`config.mk`:
```
export PLATFORM = sky130hd
export DESIGN_NAME = lwb_fabric
export DESIGN_NICKNAME = d
export VERILOG_FILES = /design/src/rtl/lwb_fabric.sv
export SDC_FILE = /design/constraint.sdc
export NUM_CORES = 1
export LEC_CHECK = 0
export BUFFER_PORTS_ARGS = -buffer_cell sky130_fd_sc_hd__clkbuf_2
export CAP_MARGIN = 20
export CORE_AREA = 3 3 80 82
export DETAILED_ROUTE_END_ITERATION = 10
export DIE_AREA = 0 0 83 85
export GPL_TIMING_DRIVEN = 0
export MAX_ROUTING_LAYER = met4
export PLACE_DENSITY = 0.75
export SLEW_MARGIN = 20
export SYNTH_ARGS = -nofsm -noshare
export SYNTH_HDL_FRONTEND = slang
export SYNTH_SLANG_ARGS = --single-unit
export TNS_END_PERCENT = 5
```
`constraint.sdc`:
```
create_clock -name lwb_clkp -period 4.8 [get_ports lwb_clkp]
set_input_delay 0.48 -clock lwb_clkp [delete_from_list [all_inputs] [get_ports lwb_clkp]]
set_output_delay 0.48 -clock lwb_clkp [all_outputs]
set_load 0.02 [all_outputs]
```
`src/rtl/lwb_fabric.sv`:
```
// lwb_fabric: table-driven Wishbone interconnect with bus-timeout watchdog, unmapped-address
// error response, sticky fault capture and interrupt-vector acknowledge.
// Ports: lwb_clkp/wb_rst_i (async active-high); m_* CPU master side; s_stb_o/s_ack_i/s_dat_i
// per-slave strobes, acks and packed read data; istb_i/iack_o vector handshake;
// flt_clr_i clears, flt_* report the first fault since clear plus a saturating count.
module lwb_fabric #(
    parameter int NSLV = 8,
    parameter int AW = 16,
    parameter int DW = 16,
    parameter logic [NSLV*AW-1:0] SLV_BASE = '0,
    parameter logic [NSLV*AW-1:0] SLV_MASK = '0,
    parameter int TMO = 63
) (
    input  logic             lwb_clkp,
    input  logic             wb_rst_i,
    input  logic [AW-1:0]    m_adr_i,
    input  logic             m_cyc_i,
    input  logic             m_stb_i,
    input  logic             m_we_i,
    output logic [DW-1:0]    m_dat_o,
    output logic             m_ack_o,
    output logic             m_err_o,
    output logic [NSLV-1:0]  s_stb_o,
    input  logic [NSLV-1:0]  s_ack_i,
    input  logic [NSLV*DW-1:0] s_dat_i,
    input  logic             istb_i,
    output logic             iack_o,
    input  logic             flt_clr_i,
    output logic             flt_valid_o,
    output logic [AW-1:0]    flt_adr_o,
    output logic             flt_we_o,
    output logic             flt_tmo_o,
    output logic [7:0]       flt_cnt_o
);
    typedef enum logic [1:0] {IDLE, WAIT, FAULT_ACK, HOLD} state_t;
    state_t state, nxt;
    logic [7:0] cnt, cnt_n;
    logic req, ack_sel, cause_tmo, cause_n;
    logic [NSLV-1:0] hit, sel;

    assign req = m_cyc_i & m_stb_i;

    always_comb begin
        hit = '0;
        sel = '0;
        m_dat_o = '0;
        for (int i = 0; i < NSLV; i++)
            hit[i] = req & ((m_adr_i & SLV_MASK[i*AW +: AW]) == (SLV_BASE[i*AW +: AW] & SLV_MASK[i*AW +: AW]));
        // Scan downward so the lowest matching index is the one left standing.
        for (int i = NSLV - 1; i >= 0; i--)
            if (hit[i]) begin
                sel = '0;
                sel[i] = 1'b1;
            end
        for (int i = 0; i < NSLV; i++)
            if (sel[i]) m_dat_o = s_dat_i[i*DW +: DW];
        ack_sel = |(s_ack_i & sel);
    end

    // Decode stays live in HOLD so a held slave ack still reaches the master,
    // but no new strobe is issued once the transfer has been answered.
    assign s_stb_o = (state == IDLE || state == WAIT) ? sel : '0;
    assign m_ack_o = ack_sel | (state == FAULT_ACK);
    assign m_err_o = state == FAULT_ACK;

    always_comb begin
        nxt = state;
        cnt_n = '0;
        cause_n = cause_tmo;
        case (state)
            IDLE:
                if (req) begin
                    if (!(|hit)) begin
                        nxt = FAULT_ACK;
                        cause_n = 1'b0;
                    end else begin
                        nxt = ack_sel ? HOLD : WAIT;
                    end
                end
            WAIT:
                // Ack is tested before the timeout so a last-moment ack still wins.
                if (ack_sel) nxt = HOLD;
                else if (!req) nxt = IDLE;
                else if (cnt == 8'(TMO - 1)) begin
                    nxt = FAULT_ACK;
                    cause_n = 1'b1;
                end else cnt_n = cnt + 8'd1;
            FAULT_ACK: nxt = HOLD;
            HOLD: nxt = req ? HOLD : IDLE;
            default: nxt = IDLE;
        endcase
    end

    always_ff @(posedge lwb_clkp or posedge wb_rst_i) begin
        if (wb_rst_i) begin
            state <= IDLE;
            cnt <= '0;
            cause_tmo <= 1'b0;
        end else begin
            state <= nxt;
            cnt <= cnt_n;
            cause_tmo <= cause_n;
        end
    end

    // The master still holds address and direction during FAULT_ACK, so they are captured then.
    always_ff @(posedge lwb_clkp or posedge wb_rst_i) begin
        if (wb_rst_i) begin
            iack_o <= 1'b0;
            flt_valid_o <= 1'b0;
            flt_adr_o <= '0;
            flt_we_o <= 1'b0;
            flt_tmo_o <= 1'b0;
            flt_cnt_o <= '0;
        end else begin
            iack_o <= istb_i & ~iack_o;
            if (state == FAULT_ACK) begin
                flt_valid_o <= 1'b1;
                flt_cnt_o <= flt_clr_i ? 8'd1 : flt_cnt_o + 8'(flt_cnt_o != 8'hff);
                if (!flt_valid_o || flt_clr_i) begin
                    flt_adr_o <= m_adr_i;
                    flt_we_o <= m_we_i;
                    flt_tmo_o <= cause_tmo;
                end
            end else if (flt_clr_i) begin
                flt_valid_o <= 1'b0;
                flt_cnt_o <= '0;
            end
        end
    end
endmodule

```
# After elaboration in Yosys (flattened, before gate mapping)
# Cells that the tools add are included.
# totals
reg_bits	39
latch_bits	0
mem_bits_rw	0
rom_bits	0
in_bits	159
output_inout_bits	54
mem_count	0
# classes
addsub	2
multipliers	0
n_div	0
n_lt_le_gt_ge	0
n_eq_ne	7
shifts	0
n_mux	26
n_bitwise	6
n_reduce_logical	9
# op_table
cell	n
$mux W16	8
$mux W8	7
$mux W2	6
$add A8 B1 Y8	1
$add A8 B1 Y8 const B	1
$and A8 B1 Y8	1
$eq A8 B6 Y1 const B	1
$ne A8 B8 Y1 const B	1
$pmux W2 S4	1
$reduce_or A8 Y1	1
$eq A2 B2 Y1 const B	2
$mux W1	4
$ne A4 B3 Y1 const B	1
$reduce_and A2 Y1	2
$reduce_and A4 Y1	1
$and A1 B1 Y1	2
$eq A2 B1 Y1 const B	1
$logic_not A2 Y1	1
$logic_or A1 B1 Y1	2
$ne A2 B2 Y1 const B	1
$not A1 Y1	2
$reduce_bool A2 Y1	1
$logic_not A1 Y1	1
$or A1 B1 Y1	1

# Longest topological paths before layout
# depth
word_depth	10
ltp_mapped	7
depth_no_buf	7

# Least setup slack after synthesis
# Ideal clock, no wire load.
# synth_path
path_type	flip-flop to flip-flop
from	register flt_cnt_o[3]
to	register flt_cnt_o[4]
setup_time_ps	125
t_arrival_ps	1761
slack_ps	2914
stages_incl_launch_ff	7
path_buffers	0
period_less_slack_ps	1886
cell_sequence	dfrtp_1 nand4_1 or2_2 ha_1 ha_1 nand4_1 mux2_2
# synth_via
elab_chain_cells	4
# synth_lines
element	line_no	source
start: declaration	33	output logic [7:0] flt_cnt_o
start signal: assignment	119	flt_cnt_o <= flt_clr_i ? 8'd1 : flt_cnt_o + 8'(flt_cnt_o != 8'hff);
$ne A8 B8 Y1	119	
$add A8 B1 Y8 (*)	119	
$mux W8 (*)	119	
$mux W8 (*)	117	if (state == FAULT_ACK) begin
# Every way passes the cells marked *; elsewhere a longest branch is shown, timed or not.
# A chain may end at the register's enable or synchronous reset.

# Final worst setup path
# layout_path
from	register state[0]
to	output port m_err_o
# layout_via
elab_chain_cells	1
# layout_lines
element	line_no	source
start: declaration	36	state_t state, nxt;
start signal: assignment	100	state <= nxt;
$eq A2 B2 Y1	64	assign m_err_o = state == FAULT_ACK;
end: declaration	22	output logic m_err_o,
# Every way passes these cells.

==> run summary <==
The timing-limited maximum frequency came out at 516.4 MHz. The mapped netlist covers 1894 um2. The number of global-route vias before repair is 1560, and the share of flip-flops with an asynchronous set or reset after synthesis is 100.0%. The tools report the residual DRC count as 0. In this run, flip-flops and latches consume 44.0% of the power.

In this run the critical register-to-register path is launched from flt_cnt_o[3]. The routed layout has 1639 vias. For this block, the routed nets add up to 4510 um of wire. Transition time of the tightest slew-check pin: 0.5166 ns. The number of clock buffers inserted by TritonCTS is 5, and the number of H-tree levels is 2. The wire length of the first global-routing pass is 7320 um.

The clock reaches the later pin of the worst-skew pair after 0.28 ns. The run gives 0 as the number of endpoints with negative hold slack in the final report. Yosys mapped a number of flops with a built-in enable equal to 0. Across the VDD grid, the largest voltage drop is 0.2667 mV.

In this run the critical register-to-register path is captured at flt_cnt_o[4]. The kind of critical path was register to output port. The total area inside the core boundary comes to 5816 um2. The largest individual stage delay along the critical path comes from the cell sky130_fd_sc_hd__dfrtp_1.

The run finished with clean final reports. The maximum fanout encountered on the critical timing path works out to 10. The commonest non-fill, non-tap cell in the layout was sky130_fd_sc_hd__clkbuf_2.

The row count came out at 28. The number of logic stages on the critical path including buffering is 4, and the sum of negative setup slack is 0 ns. Measured along the y axis, the die boundary spans 85 um. The share of Yosys cell area claimed by the top area cell type is 51.52%. Number of distinct library cells after synthesis: 35. The share of the yosys chip area belonging to registers is 51.52%. The library cells used most frequently in the layout, excluding fill and tap cells, are sky130_fd_sc_hd__clkbuf_2, sky130_fd_sc_hd__dfrtp_1, sky130_fd_sc_hd__mux2_2. Dividing the final minimum period by the clock period gives 40.34%. Power spread over the standard cell area amounts to 410.8 nW/um2. The average via count per standard cell is 4.710. The run gives 0 as the final number of max-transition violations.

The clock-pin slew reported for the worst setup and hold paths after clock tree synthesis is 0.07 ns, and the routed wire length per instance is 12.96 um. The number of antenna violations at the first check in global routing was 0; the starting density of the core was 32.57%. For the worst setup path, the data required time is 4.32 ns.

Ranked by total cell area, the synthesized netlist is headed by sky130_fd_sc_hd__dfrtp_1, sky130_fd_sc_hd__mux2_2, sky130_fd_sc_hd__and3_1, sky130_fd_sc_hd__buf_4, sky130_fd_sc_hd__a21oi_1. In this run the clock root is driven by a sky130_fd_sc_hd__clkbuf_8. Hold repair after CTS inserted 0 buffers. The length of the first detailed-routing pass in iterations came out at 4. Relative to the synthesized area, the layout overhead comes to 34.08%.

The post-cts resize count is 0, and the fill cell instance count of the final layout is 600. The tightest min-delay check is of the input port to asynchronous set/reset pin type. The worst pin sits at a relative slew slack of 65.56%.

TritonCTS built the clock tree. 213 I/O pins were placed. Setup slack on the worst flop-to-flop path: 2.89 ns. The sort of element at the start of the critical path is a register.

The worst setup path is captured at an output port. CTS saw 39 sinks. The number of buffers and inverters on the critical path is 3. The overall power consumption is 1.043 mW, and the count of buffers from port buffering is 85. Max-cap violations in this run came to 0. The maximum count of clock buffers along a single path is 2, and the total of warnings raised by yosys is 0.

The share of total power dissipated in combinational logic is 35.4%. The placer's final routability congestion estimate is 0.7587. The largest single stage delay on the critical path is 0.42 ns. Grouping stages by cell kind, the critical path spends the most delay in buffers and inverters.

The tools report the buffers inserted during post-CTS setup optimization as 0. For this run, the total global-route usage over all layers was measured as 12.84%. In this run the power spent charging and discharging nets is 376.8 uW. For this block, the initial DRC count from the detailed router was 50.

The synthesized design spends more area on one cell type than any other, namely sky130_fd_sc_hd__dfrtp_1. The number of nets in the finished design is 435. Summed over all nets, the half-perimeter wirelength after detailed placement is 3508 um.

The synthesized instance count was 173; the length in cells of the worst reg-to-reg path was 6. The post-synthesis sequential element count came out at 39. Setup repair after global routing left no endpoint under its margin. The count of nets left with antenna violations after detail routing is 0.

The final critical path time including I/O delays and setup is 1.936 ns, and the total congestion overflow is 0. The synthesized area divided by synthesized cell count was 10.95 um2; the number of diodes added for antenna fixing was 0. Entering global routing, the biggest net connects 33 pins.

The switching part of the total works out to 36.11%. Walking the worst path, the cells encountered are nand2b_2 > buf_4 > inv_1 > clkbuf_2. Of the total power, the clock network draws 20.6%. The floorplan step set the die width to 83 um. Summed over all cells, the static leakage comes to 1.313 nW.

At the end of the flow the core is filled with cells to 43.67%. Setup violations remaining at the end of the flow were counted as 0. The most used flip-flop cell after synthesis was sky130_fd_sc_hd__dfrtp_1. Across the routed clock network, the largest skew measured is 0.009243 ns. Ratio of cells with drive above 1 in the final layout: 47.99%.

For the worst setup path, the data arrival time is 1.46 ns. The die covers 7055 um2. The internal portion of the total power is 666.6 uW.
==> stage by stage <==
stage	setup slack, ns	area, um2	cells	hold slack (ns)
global placement	2.873	2436	339	0.4228
global route	2.753	2540	348	0.07937
detailed placement	2.848	2456	340	0.3905
floorplan	2.914	1917	179	0.4358
finish	2.864	2540	348	0.08757
CTS	2.847	2540	348	0.07714
==> metal layers <==
metal	vias to the layer above	wire (um)	GRT usage, %
li1	808	-	-
met1	774	1989	16.20
met2	54	2222	21.06
met3	3	278	3.495
met4	0	19	2.229
met5	-	0	-
==> synth_stat cells, types with 2 or more instances <==
cell and number:
sky130_fd_sc_hd__o31ai_1 2, sky130_fd_sc_hd__nor3_1 5, sky130_fd_sc_hd__nand4_1 4, sky130_fd_sc_hd__dfrtp_1 39
sky130_fd_sc_hd__nand2_1 10, sky130_fd_sc_hd__and3_1 16, sky130_fd_sc_hd__a31oi_1 2, sky130_fd_sc_hd__o21ai_0 5
sky130_fd_sc_hd__ha_1 4, sky130_fd_sc_hd__inv_1 7, sky130_fd_sc_hd__xnor2_1 2, sky130_fd_sc_hd__clkbuf_1 3
sky130_fd_sc_hd__or4_1 2, sky130_fd_sc_hd__mux2_2 19, sky130_fd_sc_hd__buf_4 10, sky130_fd_sc_hd__or3_1 4
sky130_fd_sc_hd__a21oi_1 10, sky130_fd_sc_hd__nand3_1 6, sky130_fd_sc_hd__nor2_1 4, sky130_fd_sc_hd__a31o_2 3
sky130_fd_sc_hd__nor2b_1 2
==> how the worst max path moves through the flow <==
stage | start | end | slack, ns
2_1_floorplan | flt_cnt_o[3] | flt_cnt_o[4] | 2.91
3_3_place_gp | flt_clr_i | flt_adr_o[1] | 2.87
3_5_place_dp | flt_clr_i | flt_adr_o[6] | 2.85
4_1_cts | state[0] | m_err_o | 2.85
5_1_grt | flt_cnt_o[3] | flt_cnt_o[4] | 2.75
6_report | state[0] | m_err_o | 2.86
==> power groups by stage <==
stage          Combinational [mW]  Clock, mW  Sequential (mW)
2_1_floorplan               0.143          0            0.561
3_3_place_gp                0.367          0            0.461
3_5_place_dp                0.378          0            0.466
4_1_cts                     0.377      0.224            0.461
5_1_grt                     0.398      0.236            0.475
6_report                    0.370      0.215            0.459
==> cell type report <==
class,instances,area (um2),share of cell area (%)
Clock inverter,3,15.01,0.5911
Buffer,13,86.33,3.399
Sequential cell,39,975.9,38.42
Tap cell,75,93.84,3.695
Multi-Input combinational cell,120,828.3,32.61
Inverter,7,26.28,1.034
Clock buffer,5,68.82,2.709
Timing Repair Buffer,86,445.4,17.54
==> flip-flops by register name, summed over array words and instances (netlist names), 2 cells and up <==
register,flops
flt_cnt_o,8
state,2
cnt,8
flt_adr_o,16
==> logic make-up (layout without fill, tap and decap cells) <==
| kind of cell | after synthesis | after routing | share of synthesized area, % |
|---|---|---|---|
| AND/OR/NAND/NOR | 62 | 62 | 18.96 |
| flip-flops | 39 | 39 | 51.52 |
| AO/OA/AOI/OAI | 25 | 25 | 8.058 |
| buffers and inverters | 20 | 114 | 5.945 |
| multiplexers | 19 | 19 | 11.29 |
| adder cells (fa/ha/maj) | 4 | 4 | 2.642 |
| XOR/XNOR | 3 | 3 | 1.387 |
| other | 1 | 7 | 0.1980 |
Note: power is estimated with default switching activity, not from simulation.
